[src/rtl/list_ctrl.sv]
// list_ctrl: push/readout controller for an external LIFO list; readout has 1-cycle list->out latency.
// Optional macro LIST_CTRL_OVF_FLAG_EN adds a sticky ovf output for push attempts while full.
module list_ctrl #(
  parameter int MAX_LENGTH = 256,
  parameter int WIDTH      = 2,
  localparam int CW        = $clog2(MAX_LENGTH) + 1
) (
  input  logic             CLK,
  input  logic             RST,
  input  logic             wr_req,
  input  logic [WIDTH-1:0] wr_data,
  output logic             wr_ack,
  input  logic             rd_req,
  output logic             rd_busy,
  output logic             out_valid,
  output logic [WIDTH-1:0] out_data,
  output logic             out_last,
  output logic             done,
  output logic [CW-1:0]    count,
  output logic             full,
  output logic             list_push,
  output logic [WIDTH-1:0] list_data_in,
  output logic             list_en_read,
  input  logic [WIDTH-1:0] list_data_out,
  input  logic             list_read_done
`ifdef LIST_CTRL_OVF_FLAG_EN
  ,
  output logic             ovf
`endif
);

  typedef enum logic [2:0] {
    IDLE      = 3'd0,
    ARM       = 3'd1,
    STREAM    = 3'd2,
    WAIT_DONE = 3'd3,
    FIN       = 3'd4
  } state_t;

  state_t         state;
  logic [CW-1:0]  beat_cnt;

  assign full         = (count == CW'(MAX_LENGTH));
  assign wr_ack       = !RST && (state == IDLE) && wr_req && !full;
  assign list_push    = wr_ack;
  assign list_data_in = wr_data;
  assign rd_busy      = (state == ARM) || (state == STREAM) || (state == WAIT_DONE);

  always_ff @(posedge CLK) begin
    if (RST) begin
      state        <= IDLE;
      count        <= '0;
      beat_cnt     <= '0;
      out_valid    <= 1'b0;
      out_last     <= 1'b0;
      out_data     <= '0;
      done         <= 1'b0;
      list_en_read <= 1'b0;
`ifdef LIST_CTRL_OVF_FLAG_EN
      ovf          <= 1'b0;
`endif
    end else begin
      out_valid    <= 1'b0;
      out_last     <= 1'b0;
      done         <= 1'b0;
      list_en_read <= 1'b0;
`ifdef LIST_CTRL_OVF_FLAG_EN
      if (state == IDLE && wr_req && full)
        ovf <= 1'b1;
`endif
      case (state)
        IDLE: begin
          // A pending write always wins over a simultaneous read request.
          if (wr_ack) begin
            count <= count + CW'(1);
          end else if (rd_req) begin
            if (count != '0) begin
              state        <= ARM;
              list_en_read <= 1'b1;
            end else begin
              state <= FIN;
              done  <= 1'b1;
            end
          end
        end
        ARM: begin
          beat_cnt <= count;
          state    <= STREAM;
        end
        STREAM: begin
          out_data  <= list_data_out;
          out_valid <= 1'b1;
          beat_cnt  <= beat_cnt - CW'(1);
          if (beat_cnt == CW'(1)) begin
            out_last <= 1'b1;
            state    <= WAIT_DONE;
          end
        end
        WAIT_DONE: begin
          if (list_read_done) begin
            state <= FIN;
            done  <= 1'b1;
          end
        end
        FIN: begin
          state <= IDLE;
        end
        default: begin
          state <= IDLE;
        end
      endcase
    end
  end

endmodule

[config.mk]
export PLATFORM = sky130hd
export DESIGN_NAME = list_ctrl
export DESIGN_NICKNAME = d
export VERILOG_FILES = /design/src/rtl/list_ctrl.sv
export SDC_FILE = /design/constraint.sdc
export NUM_CORES = 1
export LEC_CHECK = 0
export ABC_AREA = 1
export ABC_CLOCK_PERIOD_IN_PS = 2300
export BUFFER_PORTS_ARGS = -buffer_cell sky130_fd_sc_hd__buf_4
export CORE_MARGIN = 2
export CORE_UTILIZATION = 30
export DETAILED_ROUTE_END_ITERATION = 10
export GPL_TIMING_DRIVEN = 1
export SETUP_SLACK_MARGIN = 0.4
export SYNTH_ARGS = -nofsm -noshare
export SYNTH_HDL_FRONTEND = slang
export SYNTH_SLANG_ARGS = --single-unit
[constraint.sdc]
create_clock -name CLK -period 2.3 [get_ports CLK]
set_input_delay 0.115 -clock CLK [delete_from_list [all_inputs] [get_ports CLK]]
set_output_delay 0.115 -clock CLK [all_outputs]
set_load 0.1 [all_outputs]
==> results.yml <==
grt:
  grt_use_met1_pct: 18.96
  antenna_found_initial: 0
  grt_max_degree: 18
  grt_usage_pct: 13.11
  top_usage_layer: "met2"
  use_met2_pct: 19.81
  globalRouteOverflowTotal: 0
  grt_first_pass_wirelength_mm: 5.823
  grt_pass1_vias: 1259
  met3_usage_pct: 2.249
power_and_ir_drop:
  power.leakage_uw: 0.0007841
  peakVddDrop_mv: 0.4512
  cellPowerDensity_mw_per_mm2: 1163
  power.share.sequential_pct: 30.2
  total_power_uw: 2131
  p_int_uw: 1011
  clkPwrFrac_pct: 13.4
  switchingPower_uw: 1120
  netSwitchingFraction_pct: 52.55
  power_frac_comb_pct: 56.3
timing:
  tightest_slew_ns: 0.4908
  fin_tns_setup_ns: 0
  maxSlewHeadroom_pct: 67.20
  post-route-min-period_ns: 1.853
  period_share_pct: 80.56
  final_max_slew_viol_count: 0
  hold_violations: 0
  setup_violations: 0
  rsz0062_at_grt: "true"
  clock.fmax_ghz: 0.5397
  skew_ns: 0.002944
clocking:
  cts-root-buf: "clkbuf_8"
  cts_tree: "built"
  clk_pin_slew_worst_paths_ns: 0.10
  clockBufferDepth: 2
  clkSinkCount: 27
  cts_inserted_buffers: 3
  htree_levels: 1
  clk_latency_ns: 0.28
min_path:
  hold_depth: 3
  hp-start: "list_data_out[1]"
  min_to: "out_data[1]"
  min_path_type: "input port to flip-flop"
synthesis:
  synth_largest_area_cell: "dfxtp_1"
  ys_ff_latch: 27
  avgSynthCellArea_um2: 6.555
  synth_warnings: 0
  ys_types: 24
  syn_nets: 247
  ys_seq_area_share_pct: 35.24
  synth_top_cell_area_share_pct: 35.24
  synthesis.area_mm2: 0.001534
  synth_cells: 234
  synthTopCellsByArea: "dfxtp_1 35%, nand2_1 14%, inv_1 8.6%"
place:
  routabilityCongestion: 0.9056
  hpwl_mm: 2.674
  portBuffers: 25
  dpl.cell_count: 320
worst_setup_path:
  arrival_ns: 1.74
  rrSetupSlack_ns: 0.66
  rr_endpoint: "state[0]"
  reg2regPathDepth: 7
  crit_type: "flip-flop to primary output"
  required_ns: 2.18
  critPathLaunchType: "flip-flop"
  worstPathMaxFanout: 17
  end_kind: "primary output"
  r2r-start: "state[0]"
layout:
  fin_cells: 324
  drive_gt1_share_pct: 20.87
  diodes: 0
  final_common_cell: "nand2_1"
  final_cell_mix: "58 x nand2_1, 35 x inv_1, 27 x nor2_1, 25 x buf_4, 18 x dfxtp_1"
  area_delta_synth_final_pct: 19.49
  fillers: 561
  final_nets: 268
routing:
  num_vias: 1459
  ant_nets: 0
  first_iter_violations: 85
  first_pass_iters: 4
  drc: 0
  routedWlPerCell_um: 10.79
  viasPerCell: 4.503
  wl_mm: 3.496
run_status:
  status: "finished clean"
floorplanning:
  design.die.area_mm2: 0.005701
  fp.coreArea_mm2: 0.005010
  io_pins: 30
  die_x_um: 75.51
  initial_core_util_pct: 30.62
  num_rows: 26
  dieHeight_um: 75.51
job:
  maxCapViolations: 0
## power by group through the flow
| stage | Sequential (µW) | Combinational, µW | Clock, µW |
|---|---|---|---|
| after floorplan | 824 | 820 | 0 |
| after global placement | 654 | 1190 | 0 |
| after detailed placement | 654 | 1190 | 0 |
| after CTS | 644 | 1190 | 293 |
| after global routing | 661 | 1330 | 304 |
| final | 645 | 1200 | 286 |
## worst max-delay path: stages (launching register included)
cell and delay [ns]:
dfxtp_4 0.38, inv_1 0.09, ha_1 0.20, nand2_1 0.09
nor2_2 0.06, nand2_2 0.11, nand2_8 0.11, inv_4 0.12
buf_4 0.30
## sequential cells by signal, indices dropped and copies added, names as in the netlist
name	flops
done	1
count	9
out_data	2
out_valid	1
out_last	1
beat_cnt	9
list_en_read	1
state	3
## cells in the mapped netlist (all sizes together)
cell     count
nor3         3
o21ai       15
nand2       60
nor2        30
buf          7
nand3       16
clkbuf       2
ha           4
a31oi        2
inv         37
dfxtp       27
o2111ai      1
o22ai        2
a21boi       1
xor2         5
a21oi       22
## cell type report
cell class                 instances  area (µm²)  area share (%)
clock buffer                       3       41.29           2.253
clock inverter                     1       7.507          0.4096
inverter                          37       141.4           7.713
multi-input combinational        161       810.8           44.23
sequential                        27       556.8           30.38
tap                               70       87.58           4.778
timing repair buffer              25       187.7           10.24
## cells by family after synthesis
logic type / Yosys count / synth area share (%)
simple gates: 109 / 29.69
buf+inv: 46 / 12.72
compound gates: 43 / 16.23
flops: 27 / 35.24
xor+xnor: 5 / 2.855
fa+ha+maj: 4 / 3.263
## routing by layer
metal | wire (µm) | share of wire, %
met5 | 0 | 0
met4 | 46 | 1.3
met3 | 95 | 2.7
met2 | 1583 | 45
met1 | 1769 | 51
## worst max path at each step
stage              from         to  slack [ns]  cells after the start
6_report       count[0]  list_push        0.45                      8
4_1_cts        count[0]     wr_ack        0.41                      8
2_1_floorplan  count[0]     wr_ack        0.40                      8
5_1_grt        count[0]  list_push        0.35                      8
3_3_place_gp        RST     wr_ack        0.71                      7
3_5_place_dp   state[0]   state[0]        0.68                      7
## repair_timing
action | 4_1_cts | 5_1_grt
setup endpoints to repair | 0 | 2
gates resized for setup | 0 | 1
hold buffers | 0 | 0
setup buffers | 0 | 0
## metrics by stage
stage	worst slack (ns)	hold slack, ns	instance area [µm²]	util (%)
2_1_floorplan	0.3985	0.2181	1556	-
3_3_place_gp	0.7095	0.2307	1775	35.44
3_5_place_dp	0.6848	0.2307	1775	35.44
4_1_cts	0.4079	0.01815	1824	36.41
5_1_grt	0.3508	0.03062	1833	36.59
6_report	0.4470	0.02107	1833	36.59
Note: power is estimated with default switching activity, not from simulation.
